## src/rtl/lsm_sequencer.sv

```systemverilog
// lsm_sequencer: walks an LDM/STM register list one bit per cycle, handing each selected
// register number to the control unit and holding it until acknowledged.
module lsm_sequencer #(
    parameter int NREGS = 16
) (
    input  logic                         i_clk,
    input  logic                         i_rst_n,
    input  logic                         i_lsm_start,
    input  logic                         i_ir_23,
    input  logic [NREGS-1:0]             i_ir_15_0,
    input  logic                         i_lsm_next,
    output logic                         o_lsm_busy,
    output logic                         o_lsm_valid,
    output logic [$clog2(NREGS)-1:0]     o_lsm_reg_addr,
    output logic                         o_lsm_last,
    output logic [$clog2(NREGS+1)-1:0]   o_lsm_num_regs,
    output logic                         o_lsm_empty,
    output logic                         o_lsm_done
);
    localparam int CW = $clog2(NREGS);
    localparam int NW = $clog2(NREGS + 1);
    localparam logic [CW-1:0] TOP = CW'(NREGS - 1);

    typedef enum logic [1:0] {IDLE, CHECK, XFER, FINISH} state_t;

    state_t          r_state, w_state_nx;
    logic [NREGS-1:0] r_ahr, w_ahr_nx;
    logic            r_u, w_u_nx;
    logic [CW-1:0]   r_cnt, w_cnt_nx;
    logic [CW-1:0]   r_addr, w_addr_nx;
    logic            r_valid, w_valid_nx;
    logic            r_last, w_last_nx;
    logic [NW-1:0]   r_num, w_num_nx;
    logic            r_empty, w_empty_nx;

    logic            w_bit, w_term, w_rest_zero;
    logic [NREGS-1:0] w_ahr_sh;
    logic [CW-1:0]   w_cnt_st;
    logic [NW-1:0]   w_pop;

    // The scan bit always sits at the edge of LSMAHR the shift moves away from.
    assign w_bit       = r_u ? r_ahr[NREGS-1] : r_ahr[0];
    assign w_term      = r_u ? (r_cnt == '0) : (r_cnt == TOP);
    assign w_rest_zero = r_u ? (r_ahr[NREGS-2:0] == '0) : (r_ahr[NREGS-1:1] == '0);
    assign w_ahr_sh    = r_u ? {r_ahr[NREGS-2:0], 1'b0} : {1'b0, r_ahr[NREGS-1:1]};
    assign w_cnt_st    = r_u ? r_cnt - CW'(1) : r_cnt + CW'(1);

    always_comb begin
        w_pop = '0;
        for (int i = 0; i < NREGS; i++)
            w_pop = w_pop + NW'(i_ir_15_0[i]);
    end

    always_comb begin
        w_state_nx = r_state;
        w_ahr_nx   = r_ahr;
        w_u_nx     = r_u;
        w_cnt_nx   = r_cnt;
        w_addr_nx  = r_addr;
        w_valid_nx = r_valid;
        w_last_nx  = r_last;
        w_num_nx   = r_num;
        w_empty_nx = r_empty;
        case (r_state)
            IDLE: if (i_lsm_start) begin
                w_ahr_nx   = i_ir_15_0;
                w_u_nx     = i_ir_23;
                w_cnt_nx   = i_ir_23 ? TOP : '0;
                w_num_nx   = w_pop;
                w_empty_nx = (i_ir_15_0 == '0);
                w_state_nx = CHECK;
            end
            CHECK: if (w_bit) begin
                w_addr_nx  = r_cnt;
                w_valid_nx = 1'b1;
                w_last_nx  = w_rest_zero;
                w_state_nx = XFER;
            end else if (w_term) begin
                w_state_nx = FINISH;
            end else begin
                w_ahr_nx = w_ahr_sh;
                w_cnt_nx = w_cnt_st;
            end
            XFER: if (i_lsm_next) begin
                w_valid_nx = 1'b0;
                w_last_nx  = 1'b0;
                w_state_nx = w_term ? FINISH : CHECK;
                w_ahr_nx   = w_term ? r_ahr : w_ahr_sh;
                w_cnt_nx   = w_term ? r_cnt : w_cnt_st;
            end
            default: w_state_nx = IDLE;
        endcase
    end

    always_ff @(posedge i_clk) begin
        if (!i_rst_n) begin
            r_state <= IDLE;
            r_ahr   <= '0;
            r_u     <= 1'b0;
            r_cnt   <= '0;
            r_addr  <= '0;
            r_valid <= 1'b0;
            r_last  <= 1'b0;
            r_num   <= '0;
            r_empty <= 1'b0;
        end else begin
            r_state <= w_state_nx;
            r_ahr   <= w_ahr_nx;
            r_u     <= w_u_nx;
            r_cnt   <= w_cnt_nx;
            r_addr  <= w_addr_nx;
            r_valid <= w_valid_nx;
            r_last  <= w_last_nx;
            r_num   <= w_num_nx;
            r_empty <= w_empty_nx;
        end
    end

    assign o_lsm_busy     = (r_state != IDLE);
    assign o_lsm_done     = (r_state == FINISH);
    assign o_lsm_valid    = r_valid;
    assign o_lsm_reg_addr = r_addr;
    assign o_lsm_last     = r_last;
    assign o_lsm_num_regs = r_num;
    assign o_lsm_empty    = r_empty;
endmodule

```

## config.mk

```make
export PLATFORM = sky130hd
export DESIGN_NAME = lsm_sequencer
export DESIGN_NICKNAME = d
export VERILOG_FILES = /design/src/rtl/lsm_sequencer.sv
export SDC_FILE = /design/constraint.sdc
export NUM_CORES = 1
export LEC_CHECK = 0
export BUFFER_PORTS_ARGS = -buffer_cell sky130_fd_sc_hd__buf_2
export CAP_MARGIN = 30
export CORE_MARGIN = 2
export CORE_UTILIZATION = 57
export CTS_CLUSTER_DIAMETER = 120
export DETAILED_ROUTE_END_ITERATION = 10
export PLACE_DENSITY = 0.84
export SLEW_MARGIN = 0
export SYNTH_ARGS = -nofsm -noshare
export SYNTH_HDL_FRONTEND = slang
export SYNTH_SLANG_ARGS = --single-unit
```

## constraint.sdc

```tcl
create_clock -name i_clk -period 9.19 [get_ports i_clk]
set_input_delay 0.919 -clock i_clk [delete_from_list [all_inputs] [get_ports i_clk]]
set_output_delay 0.919 -clock i_clk [all_outputs]
set_load 0.1 [all_outputs]
```

==> results of run 1 <==
==> metal layers <==
layer	vias to the layer above	track usage, %
met3	13	6.83
met4	0	8.50
met2	90	40.7
li1	1096	-
met5	-	0
met1	1066	33.4
==> worst max-delay path: cells and delay by family <==
kind            cells  cell delay (ns)
compound gates      2             0.25
fa+ha+maj           6             2.64
buf+inv             3             0.23
simple gates        1             0.08
==> power by group <==
group / internal (W) / switching [W] / total (W)
Clock: 0.0000531 / 0.0000551 / 0.000108
Combinational: 0.000208 / 0.000359 / 0.000566
Sequential: 0.000208 / 0.0000589 / 0.000267
Total: 0.000469 / 0.000473 / 0.000941
==> synthesized netlist by cell type, types with 3 or more instances <==
cell        n
mux2i_1    17
buf_2       5
o2111ai_1  14
a21o_1      3
o21a_1      3
nand3_1     8
inv_1      26
clkbuf_1   11
nor2_1     12
o21ai_0    17
nor3_1      4
xor2_1      3
a21oi_1    31
fa_1       11
nand2_1    34
ha_1       13
dfxtp_1    35
nor4_1      7
==> kinds of logic (layout without fill, tap and decap cells) <==
group	count (synthesis)	in the layout
AOI/OAI and AO/OA	88	88
xor gates and xnor gates	4	4
adders and majority gates	24	24
buffers and inverters	44	71
DFF	35	35
muxes	18	18
and+or+nand+nor	78	78
==> path summary, 6_finish.rpt <==
| kind | endpoint | cells after the start |
|---|---|---|
| setup / recovery | o_lsm_num_regs[4] | 12 |
| hold reg to reg | o_lsm_num_regs[4] | 2 |
| hold / removal | o_lsm_num_regs[4] | 2 |
| setup reg to reg | r_cnt[2] | 7 |
==> metrics by stage <==
stage	util [%]	hold slack, ns
finish	67.0	0.450
floorplan	-	0.479
global route	67.0	0.480
global placement	64.3	0.439
detailed placement	65.0	0.443
CTS	67.0	0.451
==> registers in the layout (all words and copies together), names as in the netlist <==
signal          cells
r_ahr              16
o_lsm_num_regs      5
o_lsm_reg_addr      4
r_cnt               4
r_state             2
o_lsm_empty         1
o_lsm_last          1
o_lsm_valid         1
r_u                 1
==> layout make-up <==
| cell class | instances | area, um2 | share of cell area, % |
|---|---|---|---|
| multi-input cells | 212 | 1560 | 57.5 |
| clock inverters | 1 | 5.00 | 0.184 |
| flip-flops and latches | 35 | 701 | 25.8 |
| inverters | 26 | 97.6 | 3.59 |
| repair buffers | 37 | 213 | 7.83 |
| well taps | 50 | 62.6 | 2.30 |
| clock buffers | 7 | 76.3 | 2.81 |
==> results.toml, run 1 <==
[sta]
max_freq_mhz = 250
grt_setup_unrepaired = "no"
final.setup.tns_ns = 0
tightest_slew_ns = 1.04
skew_ns = 0.00494
finalWorstSetupSlack_ns = 5.20
period_needed_ns = 3.99
slew_viol_final = 0
hold_violations = 0
post-route-period-util_pct = 43.4
setup_violations = 0
maxSlewHeadroom_pct = 30.7

[drt]
met2_length_mm = 2.75
drt-met1-wl_mm = 2.56
drtIter0Drc = 123
dr.pass1.iters = 4
drc = 0
routed-via-count = 2265
wl_per_cell_um = 15.9
route.met3.wl_um = 402
detail-route-antenna-nets = 0
drt-total-wl_mm = 5.86
viasPerCell = 6.15
highest_layer = "met4"

[synthesis]
ys_warn_count = 0
synth-seq-area-share_pct = 28.6
synthCells = 291
synth_xor_area_share_pct = 1.43
synth_fp_nets = 336
synthSimpleGateAreaFrac_pct = 14.9
synth-compound-area-share_pct = 24.3
synthesis.area_mm2 = 0.00245
ys_types = 45
yosys.area_share.adder_pct = 15.6
avgSynthCellArea_um2 = 8.42
synth-edff-count = 0
synth_seq_cells = 35
synth_top_family_by_area = "compound AO/OA/AOI/OAI gates"
synth_area_leaders = "dfxtp_1 (29%), fa_1 (9.0%), mux2i_1 (6.9%), ha_1 (6.6%), a21oi_1 (6.3%)"
synthMuxAreaShare_pct = 7.56
synth_top_area_share_pct = 28.6
yosysTopAreaCell = "dfxtp_1"
synthArstFlopShare_pct = 0
synthFlopType = "dfxtp_1"

[finish]
fillers = 345
layout_commonest_cell = "dfxtp_1"
fin_area_mm2 = 0.00272
antenna_cells = 0
layout_common_cells = "dfxtp_1 (35), nand2_1 (34), buf_2 (34)"
final_cells = 368
drive_gt1_share_pct = 14.5
nets = 362
area_growth_pct = 10.9

[floorplan]
coreArea_mm2 = 0.00406
fp.dieW_um = 69.6
start_util_pct = 60.4
row_count = 23
dieArea_mm2 = 0.00484
die_h_um = 69.6
ioPinCount = 35

[critical_path]
max_stage_delay_ns = 0.55
crit_path_end_kind = "flip-flop"
cp_data_required_time_ns = 9.33
crit_top_cell = "fa_1"
arrival_ns = 4.13
cp_slowest_cell = "fa_1"
setup.worst_path.class = "in -> reg"
crit_path_start = "i_ir_15_0[0]"
cp_cell_sequence = "buf_2 > fa_1 > inv_1 > fa_1 > fa_1 > fa_1 > inv_1 > ha_1 > fa_1 > a21o_1 > nand3_1 > a21oi_1"
startpoint_type = "input port"
path_max_fanout = 2
regToRegSetupSlack_ns = 6.44
regToRegStartpoint = "r_state[0]"

[global_routing]
grt_overflow_total = 0
antenna_found_initial = 0
grt_pass1_wl_mm = 9.93
grt_usage_pct = 25.5
grt_pass1_vias = 2148
grt_max_degree = 33

[clock_tree]
clk_latency_ns = 0.29
cts_buffer_depth = 2
post_cts_buffers = 0
numClockSinks = 35
clk_pin_slew_ns = 0.07
cts_hold_buf = 0
cts_buffers = 5
htree_levels = 2
cts_resized = 0
tritoncts = "yes"
clockRootBuffer = "clkbuf_8"

[job]
max_cap_viol_count = 0

[status]
status = "finished clean"

[hold_path]
hold_class = "reg -> reg"
worstHoldStart = "o_lsm_num_regs[4]"

[power_and_ir_drop]
p_total_w = 0.000941
ir_drop_uv = 197
power_leakage_nw = 1.16
power-per-cell-area_mw_per_mm2 = 346

[placement]
dp_slack_ns = 4.91
io_buffers = 34
placed_cell_area_mm2 = 0.00264
hpwlAfterDp_mm = 4.20
placed_cells = 360
routabilityCongestion = 0.860
Power figures use the tool's default switching activity.
==> inputs of run 2 (changes only) <==
==> constraint.sdc (replaced) <==
create_clock -name i_clk -period 4 [get_ports i_clk]
set_input_delay 0.4 -clock i_clk [delete_from_list [all_inputs] [get_ports i_clk]]
set_output_delay 0.4 -clock i_clk [all_outputs]
set_load 0.1 [all_outputs]
==> run 2 against run 1 <==
Utilization is 1.1 points higher. Final area is 1.6% higher. Cell count is 0.27% higher. Clock power grew to 3.1 times the previous value. Count of clock-buffer cells in the layout is 1 lower. Die area stayed put.
==> results.toml, run 2 (same netlist as run 1, synthesis figures left out) <==
[status]
status = "finished clean"

[finish]
fin_area_mm2 = 0.00276
seq_area_um2 = 701
fillers = 342
nets = 363
layout_common_cells = "dfxtp_1 (35), nand2_1 (34), buf_2 (34)"
multi_input_area_mm2 = 0.00156
layout_commonest_cell = "dfxtp_1"
area_growth_pct = 12.7
final_cells = 369
antenna_cells = 0
drive_gt1_share_pct = 15.4
largest_register_ffs = 16
largest_register = "r_ahr"

[clock_tree]
cts_buffer_depth = 2
tritoncts = "yes"
cts_resized = 0
clockRootBuffer = "clkbuf_8"
clk_latency_ns = 0.30
cts_buffers = 5
post_cts_buffers = 0
clk_pin_slew_ns = 0.08
htree_levels = 2
numClockSinks = 35
cts_hold_buf = 0

[placement]
io_buffers = 34
hpwlAfterDp_mm = 4.18
placed_cells = 360
routabilityCongestion = 0.847
placed_cell_area_mm2 = 0.00262

[hold_path]
hold_class = "in -> reg"
worstHoldStart = "i_ir_23"

[power_and_ir_drop]
power_leakage_nw = 1.18
power-per-cell-area_mw_per_mm2 = 807
ir_drop_uv = 429

[floorplan]
ioPinCount = 35
coreArea_mm2 = 0.00406
row_count = 23
fp.dieW_um = 69.6
start_util_pct = 60.4
die_h_um = 69.6
dieArea_mm2 = 0.00484

[drt]
routed-via-count = 2244
drc = 0
drtIter0Drc = 133
wl_per_cell_um = 16.2
drt-total-wl_mm = 5.97
viasPerCell = 6.08
detail-route-antenna-nets = 0
dr.pass1.iters = 5

[global_routing]
antenna_found_initial = 0
grt_pass1_vias = 2110
grt_max_degree = 41
grt_pass1_wl_mm = 9.91
grt_overflow_total = 0
grt_usage_pct = 25.3

[sta]
final.setup.tns_ns = 0
slew_viol_final = 0
skew_ns = 0.00956
hold_violations = 0
post-route-period-util_pct = 83.5
grt_setup_unrepaired = "no"
maxSlewHeadroom_pct = 34.1
tightest_slew_ns = 0.989
setup_violations = 0
period_needed_ns = 3.34
max_freq_mhz = 299

[critical_path]
crit_path_start = "i_ir_15_0[0]"
cp_data_required_time_ns = 4.20
arrival_ns = 3.54
setup.worst_path.class = "in -> reg"
startpoint_type = "input port"
path_max_fanout = 2
crit_path_end_kind = "flip-flop"
regToRegStartpoint = "r_state[0]"

[job]
max_cap_viol_count = 0
run 2: where the power goes:
group          switching (W)  internal (W)  total [W]
logic               0.000817      0.000447    0.00126
registers           0.000147      0.000477   0.000624
clock network       0.000138      0.000202   0.000340
run 2: area by class of cell:
| type | count | area share, % |
|---|---|---|
| multi-input cells | 212 | 56.6 |
| flip-flops and latches | 35 | 25.4 |
| repair buffers | 38 | 7.97 |
| inverters | 26 | 3.53 |
| clock buffers | 6 | 2.99 |
| well taps | 50 | 2.27 |
| clock inverters | 2 | 1.27 |
run 2: through the flow:
stage	setup WS, ns	total power, W	hold WS, ns	util, %
after global placement	0.331	0.00182	0.439	64.5
after floorplan	0.552	0.00163	0.479	-
after detailed placement	0.279	0.00186	0.447	64.5
after CTS	0.602	0.00221	0.362	67.4
final	0.660	0.00223	0.358	68.1
after global routing	0.513	0.00239	0.378	68.1
run 2: path summary, 6_finish.rpt:
path                                          end  slack [ns]  cells after the start
worst max-delay path            o_lsm_num_regs[4]        0.66                     12
worst min-delay path                          r_u        0.36                      3
worst max register to register           r_cnt[2]        1.31                      7
worst min register to register  o_lsm_num_regs[1]        0.45                      2
run 2: critical path: stages:
cell and delay, ns:
buf_2 0.11, fa_1 0.54, inv_1 0.06, fa_1 0.53
fa_1 0.44, fa_1 0.49, inv_1 0.04, ha_1 0.21
fa_1 0.40, a21o_1 0.19, nand3_1 0.08, a21oi_1 0.07
run 2: per-layer routing:
metal	track usage, %	share of wire (%)
met1	32.8	47
met2	42.5	48
met3	3.78	3.7
met4	9.59	1.7
met5	0	0
